## config.mk

```make
export PLATFORM = sky130hd
export DESIGN_NAME = mem_arbiter_flat
export DESIGN_NICKNAME = d
export VERILOG_FILES = /design/src/rtl/mem_arbiter_if.sv /design/src/rtl/mem_arbiter.sv /design/src/flat_wrapper.sv
export SDC_FILE = /design/constraint.sdc
export NUM_CORES = 1
export LEC_CHECK = 0
export ABC_AREA = 0
export CAP_MARGIN = 20
export CORE_MARGIN = 3
export CORE_UTILIZATION = 36
export DETAILED_ROUTE_END_ITERATION = 8
export PLACE_DENSITY = 0.74
export SLEW_MARGIN = 20
export SYNTH_ARGS = -nofsm -noshare
export SYNTH_HDL_FRONTEND = slang
export SYNTH_SLANG_ARGS = --single-unit
```

## constraint.sdc

```tcl
create_clock -name i_clk -period 2.5 [get_ports i_clk]
set_input_delay 0.5 -clock i_clk [delete_from_list [all_inputs] [get_ports i_clk]]
set_output_delay 0.5 -clock i_clk [all_outputs]
set_load 0.03 [all_outputs]
```

## src/rtl/mem_arbiter_if.sv

```systemverilog
// Unified memory port between mem_arbiter (master) and the memory model (slave).
// Handshake: a request transfers on a rising edge where o_mem_req & i_mem_ready;
// the single response for it arrives later as a one-cycle i_mem_valid with i_mem_rdata.
interface mem_arbiter_if;
  logic        o_mem_req;
  logic        o_mem_wen;
  logic [31:0] o_mem_addr;
  logic [31:0] o_mem_wdata;
  logic [3:0]  o_mem_mask;
  logic        i_mem_ready;
  logic        i_mem_valid;
  logic [31:0] i_mem_rdata;

  modport master (
    output o_mem_req, o_mem_wen, o_mem_addr, o_mem_wdata, o_mem_mask,
    input  i_mem_ready, i_mem_valid, i_mem_rdata
  );

  modport slave (
    input  o_mem_req, o_mem_wen, o_mem_addr, o_mem_wdata, o_mem_mask,
    output i_mem_ready, i_mem_valid, i_mem_rdata
  );
endinterface

```

## src/rtl/mem_arbiter.sv

```systemverilog
// Fetch vs load/store arbiter onto one handshaked memory port, one access in flight.
// Optional macro MEM_ARB_STARVE_GUARD_EN: force a fetch grant after STARVE_LIMIT data grants.
module mem_arbiter #(
  parameter int unsigned STARVE_LIMIT = 4
) (
  input  logic         i_clk,
  input  logic         i_rst_n,
  input  logic         i_if_req,
  input  logic [31:0]  i_if_addr,
  output logic         o_if_done,
  output logic [31:0]  o_if_rdata,
  input  logic         i_d_ren,
  input  logic         i_d_wen,
  input  logic [31:0]  i_d_addr,
  input  logic [31:0]  i_d_wdata,
  input  logic [3:0]   i_d_mask,
  output logic         o_d_done,
  output logic [31:0]  o_d_rdata,
  output logic         o_d_err,
  output logic         o_busy,
  output logic [1:0]   o_state,
  mem_arbiter_if.master mem
);

  typedef enum logic [1:0] {
    S_IDLE  = 2'd0,
    S_ISSUE = 2'd1,
    S_WAIT  = 2'd2,
    S_RESP  = 2'd3
  } state_t;

  localparam int CW = ($clog2(STARVE_LIMIT + 1) > 3) ? $clog2(STARVE_LIMIT + 1) : 3;

  state_t      state, state_next;
  logic        owner_d;
  logic        lat_wen;
  logic        lat_err;
  logic [31:0] lat_addr;
  logic [31:0] lat_wdata;
  logic [3:0]  lat_mask;
  logic [31:0] if_rdata_q;
  logic [31:0] d_rdata_q;

  logic d_req;
  logic illegal;
  logic force_f;
  logic grant_d;
  logic grant_f;

  assign d_req   = i_d_ren | i_d_wen;
  assign illegal = i_d_ren & i_d_wen;

`ifdef MEM_ARB_STARVE_GUARD_EN
  logic [CW-1:0] starve_cnt;

  // Counts data grants that overtook a waiting fetch; reaching the limit hands the next grant to fetch.
  assign force_f = i_if_req && (starve_cnt == CW'(STARVE_LIMIT));

  always_ff @(posedge i_clk or negedge i_rst_n) begin
    if (!i_rst_n) begin
      starve_cnt <= '0;
    end else if (state == S_IDLE) begin
      if (!i_if_req || grant_f) begin
        starve_cnt <= '0;
      end else if (grant_d) begin
        starve_cnt <= starve_cnt + 1'b1;
      end
    end
  end
`else
  logic [CW-1:0] unused_starve_limit;
  assign unused_starve_limit = CW'(STARVE_LIMIT);
  assign force_f = 1'b0;
`endif

  always_comb begin
    state_next = state;
    grant_d    = 1'b0;
    grant_f    = 1'b0;
    case (state)
      S_IDLE: begin
        if (d_req && !force_f) begin
          grant_d    = 1'b1;
          state_next = illegal ? S_RESP : S_ISSUE;
        end else if (i_if_req) begin
          grant_f    = 1'b1;
          state_next = S_ISSUE;
        end
      end
      S_ISSUE: if (mem.i_mem_ready) state_next = S_WAIT;
      S_WAIT:  if (mem.i_mem_valid) state_next = S_RESP;
      S_RESP:  state_next = S_IDLE;
      default: state_next = S_IDLE;
    endcase
  end

  always_ff @(posedge i_clk or negedge i_rst_n) begin
    if (!i_rst_n) begin
      state      <= S_IDLE;
      owner_d    <= 1'b0;
      lat_wen    <= 1'b0;
      lat_err    <= 1'b0;
      lat_addr   <= '0;
      lat_wdata  <= '0;
      lat_mask   <= '0;
      if_rdata_q <= '0;
      d_rdata_q  <= '0;
    end else begin
      state <= state_next;
      if (grant_d || grant_f) begin
        owner_d   <= grant_d;
        lat_addr  <= (grant_d ? i_d_addr : i_if_addr) & 32'hFFFF_FFFC;
        lat_wen   <= grant_d & i_d_wen & ~i_d_ren;
        lat_wdata <= grant_d ? i_d_wdata : 32'h0;
        lat_mask  <= grant_d ? i_d_mask : 4'hF;
        lat_err   <= grant_d & illegal;
      end
      // Write responses carry no data, so both rdata registers keep their last load.
      if (state == S_WAIT && mem.i_mem_valid && !lat_wen) begin
        if (owner_d) d_rdata_q  <= mem.i_mem_rdata;
        else         if_rdata_q <= mem.i_mem_rdata;
      end
    end
  end

  assign o_busy          = (state != S_IDLE);
  assign o_state         = state;
  assign o_if_done       = (state == S_RESP) && !owner_d;
  assign o_d_done        = (state == S_RESP) && owner_d;
  assign o_d_err         = (state == S_RESP) && owner_d && lat_err;
  assign o_if_rdata      = if_rdata_q;
  assign o_d_rdata       = d_rdata_q;
  assign mem.o_mem_req   = (state == S_ISSUE);
  assign mem.o_mem_wen   = lat_wen;
  assign mem.o_mem_addr  = lat_addr;
  assign mem.o_mem_wdata = lat_wdata;
  assign mem.o_mem_mask  = lat_mask;

endmodule

```

## src/flat_wrapper.sv

```systemverilog
// flat-port wrapper written by rule: the top's interface ports become plain ports
module mem_arbiter_flat 
#(
  parameter int unsigned STARVE_LIMIT = 4
)
  (i_clk, i_rst_n, i_if_req, i_if_addr, o_if_done, o_if_rdata, i_d_ren, i_d_wen, i_d_addr, i_d_wdata, i_d_mask, o_d_done, o_d_rdata, o_d_err, o_busy, o_state, mem_o_mem_req, mem_o_mem_wen, mem_o_mem_addr, mem_o_mem_wdata, mem_o_mem_mask, mem_i_mem_ready, mem_i_mem_valid, mem_i_mem_rdata);
  mem_arbiter_if mem_i ();
  input  logic i_clk;
  input  logic i_rst_n;
  input  logic i_if_req;
  input  logic [31:0] i_if_addr;
  output logic o_if_done;
  output logic [31:0] o_if_rdata;
  input  logic i_d_ren;
  input  logic i_d_wen;
  input  logic [31:0] i_d_addr;
  input  logic [31:0] i_d_wdata;
  input  logic [3:0] i_d_mask;
  output logic o_d_done;
  output logic [31:0] o_d_rdata;
  output logic o_d_err;
  output logic o_busy;
  output logic [1:0] o_state;
  output wire logic [$bits(mem_i.o_mem_req)-1:0] mem_o_mem_req;
  output wire logic [$bits(mem_i.o_mem_wen)-1:0] mem_o_mem_wen;
  output wire logic [$bits(mem_i.o_mem_addr)-1:0] mem_o_mem_addr;
  output wire logic [$bits(mem_i.o_mem_wdata)-1:0] mem_o_mem_wdata;
  output wire logic [$bits(mem_i.o_mem_mask)-1:0] mem_o_mem_mask;
  input wire logic [$bits(mem_i.i_mem_ready)-1:0] mem_i_mem_ready;
  input wire logic [$bits(mem_i.i_mem_valid)-1:0] mem_i_mem_valid;
  input wire logic [$bits(mem_i.i_mem_rdata)-1:0] mem_i_mem_rdata;
  assign mem_o_mem_req = mem_i.o_mem_req;
  assign mem_o_mem_wen = mem_i.o_mem_wen;
  assign mem_o_mem_addr = mem_i.o_mem_addr;
  assign mem_o_mem_wdata = mem_i.o_mem_wdata;
  assign mem_o_mem_mask = mem_i.o_mem_mask;
  assign mem_i.i_mem_ready = mem_i_mem_ready;
  assign mem_i.i_mem_valid = mem_i_mem_valid;
  assign mem_i.i_mem_rdata = mem_i_mem_rdata;
  mem_arbiter #(.STARVE_LIMIT(STARVE_LIMIT)) u_core (.i_clk(i_clk), .i_rst_n(i_rst_n), .i_if_req(i_if_req), .i_if_addr(i_if_addr), .o_if_done(o_if_done), .o_if_rdata(o_if_rdata), .i_d_ren(i_d_ren), .i_d_wen(i_d_wen), .i_d_addr(i_d_addr), .i_d_wdata(i_d_wdata), .i_d_mask(i_d_mask), .o_d_done(o_d_done), .o_d_rdata(o_d_rdata), .o_d_err(o_d_err), .o_busy(o_busy), .o_state(o_state), .mem(mem_i));
endmodule
```

==> impl_metrics.ini <==
[clocking]
cts.clk_slew.worst_paths_ns = 0.06
cts_num_sinks = 135
htree_levels = 4
cts-root-buf = clkbuf_16
clk_latency_ns = 0.41
numCtsBuffers = 17
clk_path_buf_depth = 2
postCtsSetupBuffers = 0
cts_tree = built

[status]
status = complete, no violations

[finish]
drive_gt1_share_pct = 16.2
antenna_cells = 0
synthToLayoutAreaGrowth_pct = 68.5
nets = 809
postLayoutCellArea_um2 = 8950
final_cells = 857
layout_commonest_cell = clkdlybuf4s50_1
final_cell_mix = clkdlybuf4s50_1 (270), dfrtp_1 (135), mux2_2 (62), a22o_1 (32), nor2_1 (31)

[global_routing]
groute.usage.overall_pct = 18.9
grt_remaining_overflow = 0
grt_pass1_vias = 4626
antenna_found_initial = 0
grt_pass1_wl_mm = 24.0
grt_max_degree = 78

[critical_path]
cp_top_family = buffers and inverters
worstPathMaxFanout = 4
path_class = reg2out
cp_slowest_cell = clkdlybuf4s50_1
path_cells = ha_1 > and3_1 > clkdlybuf4s50_1
cp.arrival_ns = 1.88
cp-start-kind = register
slowest_delay_ns = 0.70
path_buf_inv = 1
end_kind = output port
crit_required_ns = 2.00

[pwr]
power-per-cell-area_nw_per_um2 = 1510
total_power_w = 0.0135
vdd_drop_max_mv = 0.709
cellLeakagePower_nw = 3.77

[synthesis]
netlist_area_um2 = 5310
ys_types = 32
synth_edf_count = 0
synth_ff_type = dfrtp_1
synth.area.top_cells = dfrtp_1 (64%), mux2_2 (13%), a22o_1 (5.3%), o22ai_1 (3.5%), a21oi_1 (2.8%)
yosysSeqAreaShare_pct = 63.6
synth_top_area_share_pct = 63.6
yosys_warnings = 0
ys_ff_latch = 135
synthCells = 390
async_flop_share_pct = 100
synth_top_cell_by_area = dfrtp_1
avgSynthCellArea_um2 = 13.6

[placed_design]
postPlaceCellArea_um2 = 8210
port_buffers = 272
place_congestion = 0.745
hpwl_mm = 11.2
dp.cells = 825

[timing]
setup_violations = 0
tightest_slew_ns = 0.689
fin_crit_sh_pct = 95.3
rsz0062_at_grt = false
fmax_mhz = 420
skew_ns = 0.00533
relSlewSlack_pct = 53.6
hold_viol = 0
drv_slew = 0
finalSetupTns_ns = 0
timing.final.crit_period_ns = 2.38
worst_hold_slack_ns = 0.489

[floorplan]
dieArea_um2 = 16200
start_util_pct = 37.5
die_w_um = 127
dieHeight_um = 127
pin_count = 279
std_cell_rows = 43
core_area_um2 = 14100

[route]
drt-wirelength-per-cell_um = 17.7
drtPass1Iterations = 4
drt_first_iter_violations = 152
final_antenna_net_count = 0
num_vias = 4213
drc = 0
drt-total-wl_mm = 15.1
viasPerCell = 4.92

[worst_hold_path]
hold_class = in2async

[flow_run]
maxCapViolations = 0
==> sequential cells by signal, summed over array words and instances (netlist names) <==
| register | count |
|---|---|
| u_core.o_if_rdata | 32 |
| u_core.lat_err | 1 |
| u_core.mem.o_mem_mask | 4 |
| u_core.o_d_rdata | 32 |
| u_core.mem.o_mem_addr | 30 |
| u_core.mem.o_mem_wdata | 32 |
| u_core.owner_d | 1 |
| u_core.mem.o_mem_wen | 1 |
| u_core.o_state | 2 |
==> metrics by stage <==
stage | util, % | setup slack [ns]
CTS | 63.2 | 0.0634
global route | 63.3 | 0.0205
detailed placement | 58.1 | 0.159
global placement | 58.1 | 0.241
floorplan | - | 0.616
finish | 63.3 | 0.117
==> area by class of cell <==
type,instances,area [um^2]
clock buffer,19,453
sequential,135,3380
inverter,6,22.5
timing repair buffer,285,2850
clock inverter,12,270
tap,180,225
fill,1075,5200
multi-input combinational,220,1750
==> logic make-up (layout without fill, tap and decap cells) <==
family / after synthesis / after routing / share of synthesized area, %
mux: 66 / 66 / 13.9
fa+ha+maj: 5 / 5 / 1.18
other cells: 1 / 2 / 0.0706
buf+inv: 36 / 322 / 3.63
flops: 135 / 135 / 63.6
simple gates: 43 / 43 / 3.82
compound gates: 104 / 104 / 13.8
==> Yosys cell counts (2+ instances only) <==
master and count:
mux2_1 2, nor2b_1 2, buf_2 22, ha_1 5, nor2_1 33, inv_1 6, buf_4 2, buf_6 3
dfrtp_1 135, a21oi_1 30, o22ai_1 30, clkbuf_1 3, a22o_1 32, o22a_1 4, nand2_1 2, mux2_2 62
mux2i_1 2
==> worst paths after layout <==
kind | cells past startpoint | slack, ns | to | start
worst max-delay path | 3 | 0.12 | o_d_err | u_core.o_state[0]
min in group i_clk | 1 | 0.49 | u_core.o_if_rdata[5] | u_core.o_if_rdata[5]
max in group asynchronous | 3 | 1.26 | u_core.mem.o_mem_addr[29] | i_rst_n
worst min register to register | 1 | 0.49 | u_core.o_if_rdata[5] | u_core.o_if_rdata[5]
worst min-delay path | 2 | 0.49 | u_core.mem.o_mem_wdata[9] | i_rst_n
worst max register to register | 7 | 0.48 | u_core.mem.o_mem_addr[28] | u_core.o_state[0]
==> worst register-to-register path, delay by kind of cell (launching register included) <==
kind | cells | cell delay (ns)
adders and majority gates | 1 | 0.19
buffers and inverters | 3 | 0.83
DFF | 1 | 0.42
AOI/OAI and AO/OA | 2 | 0.37
and+or+nand+nor | 1 | 0.11
==> per-layer routing <==
layer / share of wire, % / track usage (%)
met5: 0 / 0
met4: 2.4 / 7.89
met3: 8.9 / 7.23
met2: 51 / 32.0
met1: 38 / 21.4
==> repair_timing <==
item	CTS	global route
setup endpoints to repair	1	0
hold buffers	1	0
endpoints found under the hold margin	19	0
gates resized for setup	1	0
==> power by group <==
part	internal, W	switching [W]	leakage, nW
registers	0.00326	0.000591	1.61
clock network	0.00212	0.000912	0.350
logic	0.00294	0.00371	1.81
total	0.00832	0.00521	3.77
Power figures use the tool's default switching activity.
